--- config.mk ---
export PLATFORM = sky130hd
export DESIGN_NAME = e_cmd_issue
export DESIGN_NICKNAME = d
export VERILOG_FILES = /design/src/rtl/e_cmd_issue_pkg.sv /design/src/rtl/e_cmd_issue_toggle_evt.sv /design/src/rtl/e_cmd_issue.sv
export SDC_FILE = /design/constraint.sdc
export NUM_CORES = 1
export LEC_CHECK = 0
export ABC_CLOCK_PERIOD_IN_PS = 3700
export CORE_MARGIN = 4
export CORE_UTILIZATION = 30
export DETAILED_ROUTE_END_ITERATION = 12
export GPL_TIMING_DRIVEN = 0
export SYNTH_ARGS = -nofsm -noshare
export SYNTH_HDL_FRONTEND = slang
export SYNTH_HIERARCHICAL = 1
export SYNTH_SLANG_ARGS = --single-unit
--- constraint.sdc ---
create_clock -name clk -period 3.7 [get_ports clk]
set_clock_uncertainty 0.2 [all_clocks]
set_input_delay 0.74 -clock clk [delete_from_list [all_inputs] [get_ports clk]]
set_output_delay 0.74 -clock clk [all_outputs]
set_load 0.005 [all_outputs]
--- src/rtl/e_cmd_issue_pkg.sv ---
// Shared definitions for the e_cmd_issue host command issue / response capture stage.
// Register map, STATUS bit positions, FSM state and response type encodings.
package e_cmd_issue_pkg;

    localparam logic [3:0] ADDR_ARG_LO = 4'd0;
    localparam logic [3:0] ADDR_ARG_HI = 4'd1;
    localparam logic [3:0] ADDR_CMD    = 4'd2;
    localparam logic [3:0] ADDR_STATUS = 4'd3;
    localparam logic [3:0] ADDR_INT_EN = 4'd4;
    localparam logic [3:0] ADDR_RESP0  = 4'd8;

    // Event vector bits 0..4 share positions with the STATUS bits they set.
    localparam int ST_COMPLETE  = 0;
    localparam int ST_TIMEOUT   = 1;
    localparam int ST_CRC       = 2;
    localparam int ST_END_ERR   = 3;
    localparam int ST_INDEX_ERR = 4;
    localparam int ST_OVERRUN   = 5;
    localparam int ST_BUSY      = 6;
    localparam int NUM_EVT      = 5;

    typedef enum logic [1:0] {
        S_IDLE   = 2'd0,
        S_ISSUE  = 2'd1,
        S_ACTIVE = 2'd2
    } state_t;

    typedef enum logic [1:0] {
        RESP_NONE     = 2'b00,
        RESP_R48      = 2'b01,
        RESP_R136     = 2'b10,
        RESP_R48_BUSY = 2'b11
    } resp_t;

endpackage

--- src/rtl/e_cmd_issue_toggle_evt.sv ---
// Toggle-to-pulse detector: a one-cycle event whenever an input bit changes level.
// The shadow copy tracks the input during reset too, so no event appears on release.
module e_toggle_evt #(
    parameter int WIDTH = 5
) (
    input  logic             clk,
    input  logic             rst,
    input  logic [WIDTH-1:0] tog,
    output logic [WIDTH-1:0] evt
);

    logic [WIDTH-1:0] tog_r;

    // Shadow register follows the input every cycle, including while in reset.
    always_ff @(posedge clk) begin
        tog_r <= tog;
    end

    // Event is the difference between current and previous level, masked in reset.
    always_comb begin
        if (rst) begin
            evt = '0;
        end else begin
            evt = tog ^ tog_r;
        end
    end

endmodule

--- src/rtl/e_cmd_issue.sv ---
// Host-facing command issue stage: command registers, start handshake with the
// command-line controller, sticky W1C interrupt status and an 8-word response buffer.
module e_cmd_issue
    import e_cmd_issue_pkg::*;
#(
    parameter int ISSUE_TIMEOUT = 16
) (
    input  logic        clk,
    input  logic        rst,
    input  logic        reg_wr,
    input  logic        reg_rd,
    input  logic [3:0]  reg_addr,
    input  logic [15:0] reg_wdata,
    output logic [15:0] reg_rdata,
    output logic        irq,
    output logic        send_cmd,
    output logic [5:0]  cmd_index,
    output logic [1:0]  resp_type,
    output logic [31:0] argu_data,
    output logic        cmd_crc_check,
    output logic        cmd_index_check,
    input  logic        cmd_active,
    input  logic        cmd_done,
    input  logic        timeout_error,
    input  logic        crc_error,
    input  logic        resp_end_error,
    input  logic        cmd_index_error,
    input  logic [2:0]  resp_addr,
    input  logic [15:0] resp_data,
    input  logic        write_resp
);

    localparam logic [7:0] ISSUE_LAST = 8'(ISSUE_TIMEOUT - 1);

    logic [15:0] arg_lo_r;
    logic [15:0] arg_hi_r;
    logic [5:0]  cmd_index_r;
    resp_t       resp_type_r;
    logic        crc_chk_r;
    logic        idx_chk_r;
    logic [5:0]  int_en_r;
    logic [5:0]  status_r;
    logic [5:0]  status_s;
    logic [5:0]  status_set_s;
    logic [5:0]  status_clr_s;
    state_t      state_r;
    state_t      state_s;
    logic [7:0]  issue_cnt_r;
    logic [7:0]  issue_cnt_s;
    logic        inact_r;
    logic        inact_s;
    logic        send_cmd_r;
    logic        irq_r;
    logic [15:0] rdata_r;
    logic [15:0] rdata_s;
    logic [15:0] resp_buf [0:7];
    logic [4:0]  evt_s;
    logic        wr_cmd_s;
    logic        wr_status_s;

    e_toggle_evt #(
        .WIDTH (NUM_EVT)
    ) u_toggle_evt (
        .clk (clk),
        .rst (rst),
        .tog ({cmd_index_error, resp_end_error, crc_error, timeout_error, cmd_done}),
        .evt (evt_s)
    );

    assign wr_cmd_s    = reg_wr && (reg_addr == ADDR_CMD);
    assign wr_status_s = reg_wr && (reg_addr == ADDR_STATUS);

    // Next-state logic; events only move the FSM out of ACTIVE, but always set status.
    always_comb begin
        state_s      = state_r;
        issue_cnt_s  = issue_cnt_r;
        inact_s      = inact_r;
        status_set_s = {1'b0, evt_s};
        case (state_r)
            S_IDLE: begin
                if (wr_cmd_s) begin
                    state_s     = S_ISSUE;
                    issue_cnt_s = 8'd0;
                end else begin
                    state_s = S_IDLE;
                end
            end
            S_ISSUE: begin
                if (cmd_active) begin
                    state_s = S_ACTIVE;
                    inact_s = 1'b0;
                end else if (issue_cnt_r == ISSUE_LAST) begin
                    state_s                  = S_IDLE;
                    status_set_s[ST_TIMEOUT] = 1'b1;
                end else begin
                    issue_cnt_s = issue_cnt_r + 8'd1;
                end
            end
            S_ACTIVE: begin
                if (evt_s[ST_COMPLETE] || evt_s[ST_TIMEOUT]) begin
                    state_s = S_IDLE;
                end else if (!cmd_active) begin
                    // Controller went idle without reporting: treat a 2-cycle gap as a timeout.
                    if (inact_r) begin
                        state_s                  = S_IDLE;
                        status_set_s[ST_TIMEOUT] = 1'b1;
                    end else begin
                        inact_s = 1'b1;
                    end
                end else begin
                    inact_s = 1'b0;
                end
            end
            default: begin
                state_s = S_IDLE;
            end
        endcase
        if (wr_cmd_s && (state_r != S_IDLE)) begin
            status_set_s[ST_OVERRUN] = 1'b1;
        end else begin
            status_set_s[ST_OVERRUN] = 1'b0;
        end
    end

    // W1C clear applied first so a same-cycle set wins.
    always_comb begin
        if (wr_status_s) begin
            status_clr_s = reg_wdata[5:0];
        end else begin
            status_clr_s = 6'd0;
        end
        status_s = (status_r & ~status_clr_s) | status_set_s;
    end

    // Register read mux; reads never have side effects.
    always_comb begin
        rdata_s = 16'd0;
        case (reg_addr)
            ADDR_ARG_LO: rdata_s = arg_lo_r;
            ADDR_ARG_HI: rdata_s = arg_hi_r;
            ADDR_CMD:    rdata_s = {6'd0, idx_chk_r, crc_chk_r, resp_type_r, cmd_index_r};
            ADDR_STATUS: begin
                rdata_s[5:0]    = status_r;
                rdata_s[ST_BUSY] = (state_r != S_IDLE);
            end
            ADDR_INT_EN: rdata_s = {10'd0, int_en_r};
            default: begin
                if (reg_addr >= ADDR_RESP0) begin
                    rdata_s = resp_buf[reg_addr[2:0]];
                end else begin
                    rdata_s = 16'd0;
                end
            end
        endcase
    end

    // Control state, status, interrupt and read-data registers.
    always_ff @(posedge clk) begin
        if (rst) begin
            state_r     <= S_IDLE;
            issue_cnt_r <= 8'd0;
            inact_r     <= 1'b0;
            status_r    <= 6'd0;
            send_cmd_r  <= 1'b0;
            irq_r       <= 1'b0;
            rdata_r     <= 16'd0;
        end else begin
            state_r     <= state_s;
            issue_cnt_r <= issue_cnt_s;
            inact_r     <= inact_s;
            status_r    <= status_s;
            send_cmd_r  <= (state_s == S_ISSUE);
            irq_r       <= |(status_r & int_en_r);
            if (reg_rd) begin
                rdata_r <= rdata_s;
            end
        end
    end

    // Host-writable configuration; CMD fields only change when a command is accepted.
    always_ff @(posedge clk) begin
        if (rst) begin
            arg_lo_r    <= 16'd0;
            arg_hi_r    <= 16'd0;
            int_en_r    <= 6'd0;
            cmd_index_r <= 6'd0;
            resp_type_r <= RESP_NONE;
            crc_chk_r   <= 1'b0;
            idx_chk_r   <= 1'b0;
        end else begin
            if (reg_wr) begin
                case (reg_addr)
                    ADDR_ARG_LO: arg_lo_r <= reg_wdata;
                    ADDR_ARG_HI: arg_hi_r <= reg_wdata;
                    ADDR_INT_EN: int_en_r <= reg_wdata[5:0];
                    default:     ;
                endcase
            end
            if (wr_cmd_s && (state_r == S_IDLE)) begin
                cmd_index_r <= reg_wdata[5:0];
                resp_type_r <= resp_t'(reg_wdata[7:6]);
                crc_chk_r   <= reg_wdata[8];
                idx_chk_r   <= reg_wdata[9];
            end
        end
    end

    // Response buffer is deliberately left out of reset.
    always_ff @(posedge clk) begin
        if (write_resp) begin
            resp_buf[resp_addr] <= resp_data;
        end
    end

    assign reg_rdata       = rdata_r;
    assign irq             = irq_r;
    assign send_cmd        = send_cmd_r;
    assign cmd_index       = cmd_index_r;
    assign resp_type       = resp_type_r;
    assign argu_data       = {arg_hi_r, arg_lo_r};
    assign cmd_crc_check   = crc_chk_r;
    assign cmd_index_check = idx_chk_r;

endmodule

==> results, run 1 <==
- The number of clock sinks is 216.
- The first global-routing pass estimated 36.1 mm of wire.
- The run finished with clean final reports.
- In the final timing run, aggregate negative setup slack is 0 ns.
- The clock tree from TritonCTS is done.
- After detailed routing, the number of vias per cell comes to 4.95.
- For this design the ratio of total power to cell area is 480 mW/mm2.
- In this run the critical register-to-register path is launched from state_r[1]$_SDFF_PP0_.
- The count of non-filler cells in the finished layout is around 1200.
- The number of max-capacitance violations reported is 0.
- The measured slew at the worst slew-check pin is 0.812 ns.
- The floorplan step defined a die boundary enclosing 0.0320 mm2.
- For the worst flop-to-flop path, the logic depth is 7.
- The HPWL after detailed placement is 17.4 mm.
- The routability congestion estimate is 0.851.
- The proportion of layout cells with a drive suffix above 1 is between 10% and 20%.
- For this run the aggregate overflow at the end of global routing stands at 0.
- In this run, synthesis produced a sequential element count of around 220.
- The number of antenna violations at the first check in global routing is 0.
- The via count of the first global-routing pass is 5884.
- The initial cell density of the core is 30.4%.
- Counting stages on the worst path, the most repeated cell is sky130_fd_sc_hd__clkbuf_1.
- The antenna diode count is 0.
- After synthesis the cells add up to slightly below 0.009 mm2.
- The portion of the clock cycle consumed by the worst path in the final layout is 75.1%.
- Across every metal layer, demand over resource in global routing totals 14.8%.
- The predominant post-synthesis flop cell is sky130_fd_sc_hd__edfxtp_1.
- Counting flops with an async set or reset pin after synthesis yields a share of 0%.
- The count of flip-flops with a built-in enable after synthesis is between 100 and 150.
- The count of buffers from port buffering is roughly 110.
- Setup repair after global routing left no endpoint under its margin.
- The largest driver fanout on the critical path is 10.
- The kind of end point of the critical path is a flip-flop.
- The path type of the worst setup path is in2reg.
- The number of cell rows is 62.
- The largest single stage delay on the critical path is 0.60 ns.
- The post-detailed-route wirelength per cell is 20.0 um.
- The worst setup slack for register-to-register paths is between 1 and 1.5 ns.
- The latest clock arrival within the worst-skew pair is 0.52 ns.
- Subtracting the final worst setup slack from the clock period gives 2.78 ns.
- The required time of the critical path is ~3.9 ns.
- The number of cells on the worst hold path is 2.
- The number of warnings printed during yosys synthesis is 6.
- The met1 demand-to-capacity share in global routing is between 20% and 30%.
- The number of cells upsized or downsized after cts is 0.
- The maximum number of pins on one net before global-route repair is 15.
- The worst hold path belongs to the class reg2reg.
- The number of placed instances with taps included is 1162.
- When the netlist entered floorplanning its net count stood at 717.
- The worst endpoint data arrival time is 2.95 ns.
- Walking the worst path, the cells encountered are clkdlybuf4s50_1 > clkbuf_1 > clkbuf_1 > clkbuf_1 > a21oi_1.
- The number of vias in the routed layout is 5956.
- The maximum level of the CTS H-tree is 1.
- The final setup slack of the worst path is 0.923 ns.
- Overall power consumption after layout is estimated at 5390 uW.
- The count of distinct cell types in the synthesized netlist is 53.
- The category of the worst setup path launch point is an input port.
- The first routing iteration left 513 violations.
- For hold timing, the worst endpoint is arg_lo_r[11]$_SDFFE_PP0P_.
- The number of iterations in the first detailed-routing pass is 5.
- Static timing analysis puts the maximum clock frequency at 360 MHz.
- sky130_fd_sc_hd__edfxtp_1 is the most common cell in the netlist.
- 110 I/O pins were placed.
- The number of nets in the final layout is 858.
- In the post-synthesis netlist, the biggest area contributors are sky130_fd_sc_hd__edfxtp_1, sky130_fd_sc_hd__dfxtp_1, sky130_fd_sc_hd__mux4_2.
- The critical register-to-register path endpoint is issue_cnt_r[7]$_SDFFE_PP0P_.
- The worst setup slack before clock tree synthesis is 0.409 ns.
- The startpoint identified for the worst hold timing path is arg_lo_r[11]$_SDFFE_PP0P_.
- The largest area contributor in the synthesized netlist is sky130_fd_sc_hd__edfxtp_1.
- The final hold violation count is 0.
- The share of Yosys cell area claimed by the top area cell type is a little over two fifths.
- The quantity of hold-fixing buffers added after cts is 0.
- The total setup buffers inserted after CTS is 0.
- After synthesis, the most frequently instantiated cells are sky130_fd_sc_hd__edfxtp_1, sky130_fd_sc_hd__nand2_1, sky130_fd_sc_hd__dfxtp_1.
- The area added between synthesis and finish is 28.3%.
- The die is 179 um wide.
- In the synthesized netlist, the number of instances is 662.
- Buffers inserted during clock tree synthesis total 23.
- Summed over all cells, the static leakage comes to 0.00374 uW.
- In this run the tightest slew margin relative to its limit is a little under half.
- The cell at the slowest stage of the critical path is sky130_fd_sc_hd__clkdlybuf4s50_1.
- The final wirelength is about 24 mm.
- The count of nets left with antenna violations after detail routing is 0.
- For this run, design rule violations remaining after detail routing come to 0.
- The global routing stage identified its most utilized layer as met2.
- The post-route worst hold slack is between 0.2 and 0.3 ns.
- The sequential cell area fraction in the yosys report is between 60% and 70%.
- Clock-pin slew was measured on the worst setup and hold paths at 0.06 ns.
- The fill cell total of the finished layout is 2692.
- Setup violations remaining at the end of the flow were counted as 0.
- From bottom edge to top edge, the die measures 179 um.
- The root buffer cell chosen for the clock tree is sky130_fd_sc_hd__clkbuf_16.
- In the global route stage, met2 resource usage came out at a little under a quarter.
- The clock passes through at most 3 buffers.
- In the global route stage, met3 resource usage came out at 2.85%.
- The average cell area after synthesis is about 13 um2.
- The count of pins over their slew limit is 0.
- The total area inside the core boundary comes to around 0.029 mm2.
- The maximum vdd drop is 0.000290 V.
sequential cells by signal, indices dropped and copies added, names as in the netlist:
register and flops:
resp_type 2, cmd_index 6, state_r 2, irq 1
int_en_r 6, resp_buf 128, inact_r 1, cmd_crc_check 1
u_toggle_evt/tog_r 5, issue_cnt_r 8, send_cmd 1, reg_rdata 16
arg_hi_r 16, cmd_index_check 1, status_r 6, arg_lo_r 16
cells in the final DEF, fill, tap and decap left out, types with 3 or more instances in the layout:
cell                                n
sky130_fd_sc_hd__mux2i_1           18
sky130_fd_sc_hd__clkdlybuf4s50_1  107
sky130_fd_sc_hd__or4_1              6
sky130_fd_sc_hd__buf_4              8
sky130_fd_sc_hd__nand3_1           11
sky130_fd_sc_hd__nand2_1           94
sky130_fd_sc_hd__a22oi_1           18
sky130_fd_sc_hd__buf_6              3
sky130_fd_sc_hd__o21ai_1            4
sky130_fd_sc_hd__mux4_2            33
sky130_fd_sc_hd__o31ai_1            7
sky130_fd_sc_hd__nand2b_1           8
sky130_fd_sc_hd__nor4_1             6
sky130_fd_sc_hd__clkbuf_16         23
sky130_fd_sc_hd__and2_1             5
sky130_fd_sc_hd__a22o_1             7
sky130_fd_sc_hd__edfxtp_1         128
sky130_fd_sc_hd__ha_1               5
sky130_fd_sc_hd__bufinv_16          3
sky130_fd_sc_hd__a211oi_1           3
sky130_fd_sc_hd__a221o_1            3
sky130_fd_sc_hd__clkbuf_1          17
sky130_fd_sc_hd__buf_8              6
sky130_fd_sc_hd__dfxtp_1           88
sky130_fd_sc_hd__mux2_1            10
sky130_fd_sc_hd__a311oi_1           7
sky130_fd_sc_hd__nor2b_1            6
sky130_fd_sc_hd__buf_2             13
sky130_fd_sc_hd__xnor2_1            5
sky130_fd_sc_hd__a21oi_1           64
sky130_fd_sc_hd__clkinv_2           9
sky130_fd_sc_hd__inv_1              6
sky130_fd_sc_hd__a221oi_1           6
sky130_fd_sc_hd__o21ai_0            4
sky130_fd_sc_hd__nor2_1            39
sky130_fd_sc_hd__nor2_2             6
report_power, final:
| part | switching (uW) | internal, uW | leakage (uW) |
|---|---|---|---|
| logic | 201 | 178 | 0.00147 |
| registers | 31.2 | 2620 | 0.00188 |
| clock network | 962 | 1400 | 0.000388 |
critical path, delay by kind of cell:
kind / cells / cell delay, ns
buffers and inverters: 4 / 2.11
AOI/OAI and AO/OA: 1 / 0.09
area by class of cell:
class	count	area, um2	share of cell area [%]
plain buffers	38	193	1.71
flip-flops and latches	216	5610	49.9
multi-input cells	401	2960	26.3
clock buffers	26	607	5.40
repair buffers	116	1190	10.6
inverters	7	26.3	0.234
clock inverters	16	174	1.55
well taps	384	480	4.28
metal layers:
| layer | up-vias | part of all wire [%] |
|---|---|---|
| met1 | 2943 | 45 |
| met4 | 0 | 2.3 |
| met5 | - | 0 |
| met3 | 32 | 6.6 |
| met2 | 194 | 46 |
| li1 | 2787 | - |
worst max path at each step:
stage / startpoint / endpoint / slack, ns / cells after the start
floorplan: resp_addr[2] / resp_buf[0][0]$_DFFE_PP_ / 1.04 / 2
global placement: resp_addr[2] / resp_buf[0][2]$_DFFE_PP_ / -0.64 / 3
detailed placement: reg_addr[3] / arg_lo_r[7]$_SDFFE_PP0P_ / 0.41 / 7
CTS: reg_addr[3] / arg_lo_r[13]$_SDFFE_PP0P_ / 0.92 / 7
global route: reg_addr[3] / arg_lo_r[12]$_SDFFE_PP0P_ / 0.74 / 7
finish: rst / arg_hi_r[9]$_SDFFE_PP0P_ / 0.92 / 5
through the flow:
stage,util (%),instance area (um2)
6_report,39.0,11200
4_1_cts,39.0,11200
5_1_grt,39.0,11200
2_1_floorplan,-,8760
3_3_place_gp,35.8,10300
3_5_place_dp,36.3,10500
kinds of logic after synthesis:
logic type / share of synthesized area (%)
AOI/OAI and AO/OA: 9.83
xor gates and xnor gates: 0.500
adders and majority gates: 0.714
buffers and inverters: 2.50
DFF: 64.0
muxes: 11.8
and+or+nand+nor: 10.6
Power figures use the tool's default switching activity.
==> inputs of run 2 (changes only) <==
ABC_CLOCK_PERIOD_IN_PS = 2800   (was 3700)
clock period = 2.8 ns   (was 3.7 ns; I/O delays follow)
==> results of run 2 <==
The final DEF is identical to that of run 1. Status: completed.
Among the figures that moved: setup slack after placement 0.409 ns -> -0.311 ns; setup slack after layout 0.923 ns -> 0.203 ns; register-to-register setup slack 1.49 ns -> 0.59 ns; total power 5390 uW -> 7120 uW; worst IR drop on VDD 0.000290 V -> 0.000384 V
==> inputs of run 3 (changes only) <==
CORE_MARGIN = 5   (was 4)
==> run 3 against run 2 <==
First-iteration DRC count grew 11%. Total power fell by 3.4%. Via count increased by 2.2%. Clock power is 8.0% lower. Highest routed layer is now met5. Final cell count barely moved. Critical path type unchanged. Combinational power hardly changed. Critical endpoint is now arg_hi_r[8]$_SDFFE_PP0P_. Sequential cell count is the same. Largest power group unchanged.
==> results, run 3 (synthesized netlist as in run 1, its figures left out) <==
- The final hold violation count is 0.
- The clock tree from TritonCTS is done.
- The setup path with the least slack is of type in2reg.
- The fill cell total of the finished layout is between 2000 and 3000.
- Measured along the y axis, the die boundary spans 181 um.
- In this run the register-to-register setup slack is between 0.6 and 0.7 ns.
- In this design, the critical path's most frequently occurring cell is sky130_fd_sc_hd__clkbuf_1.
- The first detailed-routing pass took 7 iterations.
- Along the worst path, the maximum fanout reaches 10.
- Pin placement for this block handled 110 I/O pins.
- During placement, the flow inserted port buffers numbering 107.
- Setup violations remaining at the end of the flow were counted as 0.
- For this configuration, the core starts out at a cell density of between 30% and 40%.
- The longest clock path from root to sink contains 3 buffers.
- The floorplan has 62 rows.
- Counting instances, the worst hold path has a depth of 2.
- The first-pass GRT wire length is 37.6 mm.
- Once detailed placement completed, the half-perimeter wirelength came to approximately 18 mm.
- The global router's overall resource usage is 14.7%.
- In this run the tightest slew margin relative to its limit is about two fifths.
- The register bank with the most flops is resp_buf.
- Dividing the detail-routed via count by the number of cells gives 5.06.
- The flow ran to the end, and the final reports show no timing, DRC or antenna violations.
- The leading cell type in the layout, fill and taps excluded is sky130_fd_sc_hd__edfxtp_1.
- The register with the most flip-flops in the layout has approximately 130 of them.
- For hold timing, the worst endpoint is arg_lo_r[11]$_SDFFE_PP0P_.
- Walking the worst path, the cells encountered are clkdlybuf4s50_1 > clkbuf_1 > clkbuf_1 > clkbuf_1 > a21oi_1.
- The number of cells on the worst reg-to-reg path is 7.
- The worst endpoint data arrival time is 2.77 ns.
- The top achievable clock speed is 385 MHz.
- The count of non-filler cells in the finished layout is approximately 1200.
- The critical register-to-register path endpoint is issue_cnt_r[7]$_SDFFE_PP0P_.
- The quantity of hold-fixing buffers added after cts is 0.
- The root buffer cell is sky130_fd_sc_hd__clkbuf_16.
- The count of pins over their slew limit is 0.
- Leaving out fill and tap cells, the most frequent cells in the layout are sky130_fd_sc_hd__edfxtp_1, sky130_fd_sc_hd__clkdlybuf4s50_1, sky130_fd_sc_hd__nand2_1.
- Across the run, the number of max-cap violations was 0.
- The required time of the critical path is about 3 ns.
- The congestion estimate from routability-driven global placement came to 0.815.
- For this design the ratio of total power to cell area is just over 600 mW/mm2.
- The first routing iteration left between 500 and 600 violations.
- For this design the static power due to leakage is 0.00369 uW.
- The maximum vdd drop is 0.000485 V.
- In the routed design, unresolved DRC markers number 0.
- The tightest hold path in the finished design has a slack of 0.276 ns.
- The overall die area is between 0.03 and 0.04 mm2.
- The number of nets in the final layout is 858.
- The worst hold-check path type is reg2reg.
- The latest clock arrival within the worst-skew pair is 0.52 ns.
- Counting tap cells, the placed design contains a total of between 1000 and 1500 instances.
- The cell area after placement is 0.0105 mm2.
- The post-detailed-route wirelength per cell is just over 20 um.
- The floorplan step defined a core boundary enclosing about 0.029 mm2.
- The startpoint of the worst register-to-register path is state_r[1]$_SDFF_PP0_.
- Summing all non-filler instances in the final layout gives an area of approximately 0.011 mm2.
- The maximum number of pins on one net before global-route repair is 14.
- The number of clock sinks is 216.
- Setup repair after global routing left no endpoint under its margin.
- For the finished layout, the period the worst path requires is 2.60 ns.
- STA classifies the critical path endpoint as a flip-flop.
- After global routing the overflow that remains totals 0.
- The maximum level of the CTS H-tree is 1.
- Gates resized during post-CTS repair numbered 0.
- In this run the horizontal extent of the chip is 181 um.
- The critical path startpoint is rst.
- The worst setup slack before clock tree synthesis is -0.348 ns.
- The worst hold path begins at arg_lo_r[11]$_SDFFE_PP0P_.
- The post-route netlist has between 10% and 20% of its cells at a drive strength greater than 1.
- The cell at the slowest stage of the critical path is sky130_fd_sc_hd__clkdlybuf4s50_1.
- For this block, the routed nets add up to around 25 mm of wire.
- Compared with the post-synthesis result, the final layout area differs by 27.4%.
- The number of antenna violations at the first check in global routing came to 2.
- The number of antenna diodes in the final layout is 0.
- In this run the remaining antenna-violating nets after routing total 0.
- The clock-pin slew of the registers on the worst-case setup and hold paths is 0.06 ns.
- The total CTS buffers is 23.
- The via count of the first global-routing pass is about 6000.
- Measured on the finished design, the core utilization comes to 38.8%.
- Once the clock tree was built, the setup fixing pass inserted 0 buffers.
- After layout, the worst path uses 92.8% of the clock period.
- The category of the worst setup path launch point is an input port.
- The largest stage delay on the critical path is 0.61 ns.
- The measured slew at the worst slew-check pin is 0.924 ns.
- The number of vias in the routed layout is 6090.
- The final setup slack of the worst path is 0.202 ns.
run 3: changes by cell type in the layout (fill, tap and decap cells not counted), sizes merged:
cell / before / now
clkinvlp: 2 / 0
clkinv: 10 / 8
bufinv: 3 / 1
clkbuf: 42 / 47
run 3: worst max path at each step:
stage	to	cells past startpoint
after floorplan	resp_buf[0][0]$_DFFE_PP_	2
after global placement	resp_buf[4][2]$_DFFE_PP_	3
after detailed placement	arg_hi_r[10]$_SDFFE_PP0P_	5
after CTS	arg_hi_r[10]$_SDFFE_PP0P_	5
after global routing	arg_hi_r[9]$_SDFFE_PP0P_	5
final	arg_hi_r[8]$_SDFFE_PP0P_	5
run 3: area by class of cell:
class	instances	area [um2]	share of cell area, %
Sequential cell	216	5610	50.2
Multi-Input combinational cell	401	2960	26.5
Timing Repair Buffer	116	1190	10.7
Clock buffer	31	616	5.52
Tap cell	384	480	4.31
Buffer	38	193	1.73
Clock inverter	10	88.8	0.796
Inverter	7	26.3	0.235
run 3: layer usage:
metal | routed length [um] | GRT usage [%] | part of all wire (%) | up-vias
met4 | 669 | 3.78 | 2.7 | 4
met2 | 11000 | 22.5 | 45 | 229
met5 | 18 | 0 | 0.073 | -
li1 | - | - | - | 2790
met3 | 1650 | 2.71 | 6.7 | 43
met1 | 11200 | 21.5 | 46 | 3024
run 3: where the power goes:
part	switching [uW]	internal (uW)	total, uW
logic	267	236	503
registers	42.7	3460	3500
clock network	1230	1640	2870
total	1540	5340	6880
run 3: critical path: cells and delay by family:
| kind | cells | cell delay, ns |
|---|---|---|
| AO/OA/AOI/OAI | 1 | 0.08 |
| buffers and inverters | 4 | 2.12 |
run 3: through the flow:
stage | power (uW) | TNS [ns]
after floorplan | 3800 | 0
after global routing | 7120 | 0
after global placement | 4060 | -96.03
final | 6880 | 0
after detailed placement | 4080 | -12.57
after CTS | 6940 | 0
